===== src/rtl/mem_access_ctrl_pkg.sv =====
// rtl/mem_access_ctrl_pkg.sv - opcode encodings, FSM states, strobe constants and op decode helpers
package mem_access_ctrl_pkg;

  localparam logic [5:0] EXE_LB  = 6'b100000;
  localparam logic [5:0] EXE_LH  = 6'b100001;
  localparam logic [5:0] EXE_LW  = 6'b100011;
  localparam logic [5:0] EXE_LBU = 6'b100100;
  localparam logic [5:0] EXE_LHU = 6'b100101;
  localparam logic [5:0] EXE_SB  = 6'b101000;
  localparam logic [5:0] EXE_SH  = 6'b101001;
  localparam logic [5:0] EXE_SW  = 6'b101011;

  localparam logic [2:0] ST_IDLE  = 3'd0;
  localparam logic [2:0] ST_REQ   = 3'd1;
  localparam logic [2:0] ST_WAIT  = 3'd2;
  localparam logic [2:0] ST_DONE  = 3'd3;
  localparam logic [2:0] ST_DRAIN = 3'd4;

  localparam logic [3:0] STRB_NONE    = 4'b0000;
  localparam logic [3:0] STRB_BYTE    = 4'b0001;
  localparam logic [3:0] STRB_HALF_LO = 4'b0011;
  localparam logic [3:0] STRB_HALF_HI = 4'b1100;
  localparam logic [3:0] STRB_WORD    = 4'b1111;

  function automatic logic is_mem_op(input logic [5:0] op);
    case (op)
      EXE_LB, EXE_LH, EXE_LW, EXE_LBU, EXE_LHU, EXE_SB, EXE_SH, EXE_SW: is_mem_op = 1'b1;
      default: is_mem_op = 1'b0;
    endcase
  endfunction

  function automatic logic is_misaligned(input logic [5:0] op, input logic [1:0] lo);
    case (op)
      EXE_LH, EXE_LHU, EXE_SH: is_misaligned = lo[0];
      EXE_LW, EXE_SW:          is_misaligned = |lo;
      default:                 is_misaligned = 1'b0;
    endcase
  endfunction

endpackage


===== src/rtl/mem_access_ctrl_lane_fmt.sv =====
// rtl/mem_access_ctrl_lane_fmt.sv - combinational byte-lane formatter (mem_lane_fmt)
// Produces store strobes, lane-replicated store data and extended load data.
module mem_lane_fmt
  import mem_access_ctrl_pkg::*;
(
  input  logic [5:0]  i_op,
  input  logic [1:0]  i_addr_lo,
  input  logic [31:0] i_st_data,
  input  logic [31:0] i_ld_word,
  output logic [3:0]  o_wstrb,
  output logic [31:0] o_wdata_rep,
  output logic [31:0] o_rdata_ext
);

  logic [7:0]  w_byte;
  logic [15:0] w_half;

  always_comb begin
    case (i_addr_lo)
      2'd0:    w_byte = i_ld_word[7:0];
      2'd1:    w_byte = i_ld_word[15:8];
      2'd2:    w_byte = i_ld_word[23:16];
      default: w_byte = i_ld_word[31:24];
    endcase
    w_half = i_addr_lo[1] ? i_ld_word[31:16] : i_ld_word[15:0];
  end

  always_comb begin
    o_wstrb     = STRB_NONE;
    o_wdata_rep = i_st_data;
    o_rdata_ext = i_ld_word;
    case (i_op)
      EXE_SB: begin
        o_wstrb     = STRB_BYTE << i_addr_lo;
        o_wdata_rep = {4{i_st_data[7:0]}};
      end
      EXE_SH: begin
        o_wstrb     = i_addr_lo[1] ? STRB_HALF_HI : STRB_HALF_LO;
        o_wdata_rep = {2{i_st_data[15:0]}};
      end
      EXE_SW:  o_wstrb = STRB_WORD;
      EXE_LB:  o_rdata_ext = {{24{w_byte[7]}}, w_byte};
      EXE_LBU: o_rdata_ext = {24'd0, w_byte};
      EXE_LH:  o_rdata_ext = {{16{w_half[15]}}, w_half};
      EXE_LHU: o_rdata_ext = {16'd0, w_half};
      default: ;
    endcase
  end

endmodule


===== src/rtl/mem_access_ctrl.sv =====
// rtl/mem_access_ctrl.sv - MEM-stage load/store sequencer on a req/addr_ok/data_ok SRAM bus
// Optional MEM_ADDR_EXC_EN: misaligned half/word accesses raise adel_o/ades_o instead of a request.
module mem_access_ctrl
  import mem_access_ctrl_pkg::*;
#(
  parameter int ADDR_W = 32,
  parameter int OPC_W  = 6
) (
  input  logic              clk,
  input  logic              resetn,
  input  logic              mem_en,
  input  logic              mem_wr,
  input  logic [OPC_W-1:0]  op,
  input  logic [ADDR_W-1:0] addr,
  input  logic [31:0]       wdata,
  input  logic              flush,
  output logic              stall_o,
  output logic [31:0]       rdata_o,
  output logic              done_o,
  output logic              adel_o,
  output logic              ades_o,
  output logic              data_req,
  output logic              data_wr,
  output logic [3:0]        data_wstrb,
  output logic [ADDR_W-1:0] data_addr,
  output logic [31:0]       data_wdata,
  input  logic              data_addr_ok,
  input  logic [31:0]       data_rdata,
  input  logic              data_data_ok
);

  logic [2:0]        r_state;
  logic [OPC_W-1:0]  r_op;
  logic [ADDR_W-1:0] r_addr;
  logic [31:0]       r_wdata;
  logic [31:0]       r_word;
  logic              r_wr;
  logic              w_go;
  logic              w_mis;
  logic [3:0]        w_wstrb;

  assign w_go = mem_en & !flush;

`ifdef MEM_ADDR_EXC_EN
  logic r_adel;
  logic r_ades;

  assign w_mis = is_mem_op(op) & is_misaligned(op, addr[1:0]);

  always_ff @(posedge clk) begin
    if (!resetn) begin
      r_adel <= 1'b0;
      r_ades <= 1'b0;
    end else begin
      r_adel <= (r_state == ST_IDLE) & w_go & w_mis & !mem_wr;
      r_ades <= (r_state == ST_IDLE) & w_go & w_mis & mem_wr;
    end
  end

  assign adel_o = r_adel;
  assign ades_o = r_ades;
`else
  assign w_mis  = 1'b0;
  assign adel_o = 1'b0;
  assign ades_o = 1'b0;
`endif

  always_comb begin
    case (r_state)
      ST_IDLE:          stall_o = w_go & !w_mis;
      ST_REQ, ST_WAIT:  stall_o = !flush;
      default:          stall_o = 1'b0;
    endcase
  end

  always_ff @(posedge clk) begin
    if (!resetn) begin
      r_state <= ST_IDLE;
      r_op    <= '0;
      r_addr  <= '0;
      r_wdata <= '0;
      r_word  <= '0;
      r_wr    <= 1'b0;
    end else begin
      case (r_state)
        ST_IDLE: if (w_go && !w_mis) begin
          r_op    <= op;
          r_addr  <= addr;
          r_wdata <= wdata;
          r_wr    <= mem_wr;
          r_state <= is_mem_op(op) ? ST_REQ : ST_DONE;
        end
        // An accepted request with its response still outstanding must be drained.
        ST_REQ: if (flush) begin
          r_state <= (data_addr_ok && !data_data_ok) ? ST_DRAIN : ST_IDLE;
        end else if (data_addr_ok) begin
          if (data_data_ok) begin
            r_word  <= data_rdata;
            r_state <= ST_DONE;
          end else begin
            r_state <= ST_WAIT;
          end
        end
        ST_WAIT: if (data_data_ok) begin
          if (!flush) r_word <= data_rdata;
          r_state <= flush ? ST_IDLE : ST_DONE;
        end else if (flush) begin
          r_state <= ST_DRAIN;
        end
        ST_DONE:  r_state <= ST_IDLE;
        ST_DRAIN: if (data_data_ok) r_state <= ST_IDLE;
        default:  r_state <= ST_IDLE;
      endcase
    end
  end

  mem_lane_fmt u_lane_fmt (
    .i_op        (r_op),
    .i_addr_lo   (r_addr[1:0]),
    .i_st_data   (r_wdata),
    .i_ld_word   (r_word),
    .o_wstrb     (w_wstrb),
    .o_wdata_rep (data_wdata),
    .o_rdata_ext (rdata_o)
  );

  assign data_req   = (r_state == ST_REQ);
  assign data_wr    = data_req & r_wr;
  assign data_wstrb = data_req ? w_wstrb : STRB_NONE;
  assign data_addr  = {r_addr[ADDR_W-1:2], 2'b00};
  assign done_o     = (r_state == ST_DONE);

endmodule


===== config.mk =====
export PLATFORM = sky130hd
export DESIGN_NAME = mem_access_ctrl
export DESIGN_NICKNAME = d
export VERILOG_FILES = /design/src/rtl/mem_access_ctrl_pkg.sv /design/src/rtl/mem_access_ctrl_lane_fmt.sv /design/src/rtl/mem_access_ctrl.sv
export SDC_FILE = /design/constraint.sdc
export NUM_CORES = 1
export LEC_CHECK = 0
export BUFFER_PORTS_ARGS = -buffer_cell sky130_fd_sc_hd__buf_2
export CAP_MARGIN = 15
export CORE_MARGIN = 4
export CORE_UTILIZATION = 45
export DETAILED_ROUTE_END_ITERATION = 7
export GPL_ROUTABILITY_DRIVEN = 0
export MAX_ROUTING_LAYER = met4
export PLACE_DENSITY = 0.85
export SLEW_MARGIN = 0
export SYNTH_ARGS = -nofsm -noshare
export SYNTH_HDL_FRONTEND = slang
export SYNTH_HIERARCHICAL = 1
export SYNTH_SLANG_ARGS = --single-unit
export TNS_END_PERCENT = 5

===== constraint.sdc =====
create_clock -name clk -period 2.4 [get_ports clk]
set_input_delay 0.12 -clock clk [delete_from_list [all_inputs] [get_ports clk]]
set_output_delay 0.12 -clock clk [all_outputs]
set_load 0.01 [all_outputs]

# Word-level counts from Yosys, hierarchy flattened

Cells that the tools add are included.

Equal/unequal tests: 30
Shift operators: 1
Muxes and demuxes: 29
Bitwise gates (word level): 2
Reduce and logical (&&, ||, !) cells: 11

Operators by type and width:

| kind                                                   | number |
|---|---|
| 2-to-1 mux 32 bit                                      | 5 |
| case mux 32 bit (2 select lines)                       | 2 |
| case mux 32 bit (4 select lines)                       | 1 |
| == test 6 bit (second input constant)                  | 15 |
| case mux 8 bit (3 select lines)                        | 1 |
| 2-to-1 mux 3 bit                                       | 7 |
| 2-to-1 mux 16 bit                                      | 1 |
| case mux 3 bit (4 select lines)                        | 1 |
| case mux 4 bit (3 select lines)                        | 1 |
| inequality test 2 bit (second input constant)          | 5 |
| 2-to-1 mux 4 bit                                       | 2 |
| OR reduction 8 bit                                     | 1 |
| == test 3 x 2 -> 1 bit (second input constant)         | 2 |
| AND reduction 6 bit                                    | 1 |
| 2-to-1 mux 1 bit                                       | 5 |
| 2-to-1 mux 2 bit                                       | 2 |
| inequality test 2 x 1 -> 1 bit (second input constant) | 2 |
| AND reduction 4 bit                                    | 1 |
| left shift 1 x 2 -> 4 bit (first input constant)       | 1 |
| == test 3 x 1 -> 1 bit (second input constant)         | 1 |
| == test 3 bit (second input constant)                  | 1 |
| logical NOT 3 bit                                      | 1 |
| inequality test 3 x 2 -> 1 bit (second input constant) | 1 |
| inequality test 3 bit (second input constant)          | 1 |
| other kinds (10)                                       | 12 |

Flip-flop bits (word level): 106
Bits of input ports: 109
Word-level logic and storage cells: 79

# Logic depth before layout (Yosys ltp)

Depth in word-level cells: 9
Depth in mapped cells: 7

# Hierarchy

Netlist, hierarchy kept.

By module, submodules not included:

| module          | instances | cells an instance | area each (µm²) |
|---|---|---|---|
| mem_access_ctrl | 1         | 532               | 4493.1 |
| mem_lane_fmt    | 1         | 170               | 1395.1 |

# Least setup slack after synthesis

OpenSTA, ideal clock, no wires.

Path kind: reg2out
From: register r_op[1]
To: output rdata_o[17]
Arrival: 1.792 ns
Required time: 2.280 ns
Setup slack: 0.488 ns
Cell stages (with the launch flop): 6
Buffers on the path: 2
Path through: dfxtp_1 -> or4b_1 -> buf_6 -> a211o_1 -> buf_6 -> o21ai_0

Word-level cells in the longest chain between the ends: 2

RTL lines:

| what                               | RTL line                       | RTL |
|---|---|---|
| start, declared                    | mem_access_ctrl.sv:33          | `logic [OPC_W-1:0] r_op;` |
| start signal, assigned             | mem_access_ctrl.sv:87          | `r_op <= op;` |
| == test 6 bit                      | mem_access_ctrl_lane_fmt.sv:32 | `case (i_op)` |
| case mux 32 bit (4 select lines) * | mem_access_ctrl_lane_fmt.sv:32 |  |
| end, declared                      | mem_access_ctrl.sv:18          | `output logic [31:0] rdata_o,` |

Mark *: on every way between the ends. The rest lies on a longest branch, timed or not.

# Final worst setup path

From: register r_op[1]
To: output rdata_o[5]

The elaborated chain is that of the path after synthesis.

==> results.py <==
metrics = {
    "status": {
        "status": "completed",
    },
    "pwr": {
        "p_switching_w": 0.001086,
        "irDropWorstVdd_mv": 0.4244,
        "power_frac_seq_pct": 46.4,
        "p_clk_share_pct": 36.8,
        "p_per_area_nw_per_um2": 559.5,
        "p_leak_nw": 3.251,
        "finalPower_w": 0.004125,
        "pwr-share-comb_pct": 16.8,
        "sw_frac_of_total_pct": 26.32,
        "p_int_w": 0.003039,
    },
    "detailed_routing": {
        "viasPerCell": 5.108,
        "drc": 0,
        "wl_per_cell_um": 15.77,
        "ant_nets": 0,
        "drtPass1Iterations": 8,
        "totalWireLength_um": 16800,
        "initialDrtViolationCount": 471,
        "dr_total_vias": 5440,
    },
    "final_layout": {
        "drive_gt1_share_pct": 33.52,
        "areaGrowthSynthToFinish_pct": 25.20,
        "fin_util_pct": 57.95,
        "regArea_sq_um": 2122,
        "multi_input_area_sq_um": 3127,
        "fin_area_sq_um": 7372,
        "final_cells": 1065,
        "fillers": 1136,
        "nNetsFinal": 994,
    },
    "floorplanning": {
        "row_count": 41,
        "dieArea_sq_um": 14980,
        "die_w_um": 122.4,
        "die_h_um": 122.4,
        "pin_count": 215,
        "core_area_sq_um": 12720,
        "initial_core_util_pct": 46.28,
    },
    "clock_network": {
        "cts.sinks": 106,
        "clock_latency_ps": 350,
        "cts.clk_slew.worst_paths_ps": 70,
        "htree_levels": 3,
        "cts_buffer_depth": 2,
        "cts_tree": "done",
        "root_buffer": "clkbuf_16",
        "numCtsBuffers": 9,
    },
    "setup_path": {
        "crit_type": "flip-flop to output port",
        "path_max_fanout": 27,
        "cp.required_ps": 2280,
        "worst_setup_path_end_kind": "output port",
        "r2r_cells": 5,
        "reg2reg_from": "r_state[0]",
        "rr_endpoint": "r_word[17]",
        "start_kind": "flip-flop",
        "r2r_setup_slack_ps": 740,
        "crit_start": "r_op[1]",
        "critical_path_arrival_ps": 2210,
    },
    "placement": {
        "dpl_cell_area_sq_um": 6653,
        "hpwl_um": 11700,
        "place_inst": 1006,
        "port-buffer-count": 210,
    },
    "global_routing": {
        "grt_overflow": 0,
        "grt_pass1_vias": 5303,
        "busiest_layer": "met2",
        "grt_max_degree": 72,
        "antenna_found_initial": 3,
        "grtUsageMet1_pct": 27.17,
        "grt_use_total_pct": 22.60,
        "global_route.usage.met2_pct": 37.31,
        "grt_util_met3_pct": 6.037,
        "grt_pass1_wl_um": 26430,
    },
    "yosys": {
        "netlist_instances": 702,
        "async_flop_share_pct": 0,
        "dominantRegCellSynth": "dfxtp_1",
        "yosys_warnings": 6,
        "yosysUniqueCellTypes": 49,
        "netlist_area_sq_um": 5888,
        "synth-seq-area-share_pct": 36.04,
        "synth_seq_cells": 106,
        "synth_edf_count": 0,
        "synth_area_per_cell_sq_um": 8.388,
    },
    "hold_path": {
        "min_path_type": "input pin to flip-flop",
        "whs_endpoint": "r_wdata[14]",
        "whs_path_depth": 3,
        "hold_start": "wdata[14]",
    },
    "sta": {
        "finalHoldViolations": 0,
        "fmax_mhz": 428.3,
        "worst_pin_slew_ps": 597.0,
        "setup_tns_ps": 0,
        "period_share_pct": 97.28,
        "grt_setup_unrepaired": "false",
        "setup_viol": 0,
        "relSlewSlack_pct": 60.20,
        "finalCriticalPeriod_ps": 2335,
        "slew_viol_final": 0,
        "skew_ps": 8.168,
    },
    "job": {
        "cap_viol_max_count": 0,
    },
}
-- metrics by stage --
step / hold slack, ps / worst slack, ps
after floorplan: 254.8 / 488.2
after global placement: 358.3 / 376.6
after detailed placement: 364.3 / 314.3
after CTS: 0.006078 / 11.97
after global routing: 4.171 / 5.236
final: 11.45 / 65.31
-- cell type report --
| cell class | instances | area share, % |
|---|---|---|
| clock buffers | 12 | 3.479 |
| well taps | 172 | 2.919 |
| repair buffers | 264 | 21.44 |
| clock inverters | 3 | 0.6280 |
| diodes | 4 | 0.1358 |
| flip-flops and latches | 106 | 28.78 |
| inverters | 4 | 0.2037 |
| multi-input cells | 500 | 42.41 |
-- what timing repair did --
item	CTS	global route
endpoints found under the setup margin	14	30
hold buffers	38	0
buffers inserted	2	0
gates resized for setup	2	2
endpoints found under the hold margin	38	0
pin swaps	1	1
-- per-layer routing --
metal	vias up	routed length [um]
met5	-	0
met4	0	304
met3	26	1403
met2	236	8185
met1	2490	6901
li1	2688	-
-- power groups by stage --
stage / sequential [W] / clock, W / combinational [W]
after floorplan: 0.00192 / 0 / 0.000479
after global placement: 0.00195 / 0 / 0.000629
after detailed placement: 0.00195 / 0 / 0.000639
after CTS: 0.00191 / 0.00155 / 0.000689
after global routing: 0.00192 / 0.00163 / 0.000763
final: 0.00191 / 0.00152 / 0.000693
-- kinds of logic after synthesis --
family	Yosys count	share of synthesized area [%]
compound gates	156	19.93
buf+inv	99	11.20
other cells	1	0.06369
simple gates	284	20.65
mux	56	12.11
flops	106	36.04
-- synthesized netlist by cell type, drive strengths merged, types with 2 or more instances --
| library cell | count | area (sq um) |
|---|---|---|
| a21boi | 103 | 773.2 |
| a21oi | 3 | 15.01 |
| a221o | 15 | 150.1 |
| a221oi | 2 | 17.52 |
| and2 | 5 | 31.28 |
| and3 | 8 | 50.05 |
| buf | 71 | 554.3 |
| clkbuf | 24 | 90.09 |
| dfxtp | 106 | 2122 |
| inv | 4 | 15.01 |
| mux2 | 39 | 442.9 |
| mux2i | 9 | 90.09 |
| mux4 | 8 | 180.2 |
| nand2 | 227 | 852.1 |
| nand2b | 3 | 18.77 |
| nor2 | 22 | 101.4 |
| nor2b | 4 | 25.02 |
| nor3b | 2 | 15.01 |
| o211a | 2 | 27.53 |
| o211ai | 2 | 28.78 |
| o21ai | 23 | 115.1 |
| or3 | 2 | 12.51 |
-- worst max-delay path by stage --
| stage | endpoint | slack, ps | depth (start not counted) |
|---|---|---|---|
| after global placement | rdata_o[5] | 380 | 5 |
| after global routing | rdata_o[4] | 5 | 5 |
| final | rdata_o[5] | 70 | 5 |
| after CTS | rdata_o[5] | 10 | 5 |
| after detailed placement | rdata_o[5] | 310 | 5 |
| after floorplan | rdata_o[17] | 490 | 5 |
-- worst max-delay path, stage by stage (launching register included) --
cell,delay [ps]
dfxtp_1,370
or4b_4,580
buf_6,200
mux2_4,310
a221o_1,260
buf_2,140
-- layout by cell type (no fill, tap or decap), types with 3 or more instances in the layout --
| cell | instances |
|---|---|
| a21boi_0 | 3 |
| a21boi_1 | 100 |
| a21oi_1 | 3 |
| a221o_1 | 15 |
| and2_1 | 5 |
| and3_1 | 7 |
| buf_2 | 210 |
| buf_4 | 13 |
| clkbuf_16 | 9 |
| conb_1 | 4 |
| dfxtp_1 | 106 |
| diode_2 | 4 |
| dlygate4sd3_1 | 38 |
| inv_1 | 4 |
| mux2_2 | 38 |
| mux2i_1 | 9 |
| mux4_2 | 8 |
| nand2_1 | 227 |
| nand2b_1 | 3 |
| nor2_1 | 19 |
| nor2b_1 | 4 |
| o21ai_0 | 23 |
-- state kept, by name, summed over array words and instances, names as in the netlist --
name / cells
r_addr: 32
r_wdata: 32
r_word: 32
r_op: 6
r_state: 3
r_wr: 1
Note: power is estimated with default switching activity, not from simulation.
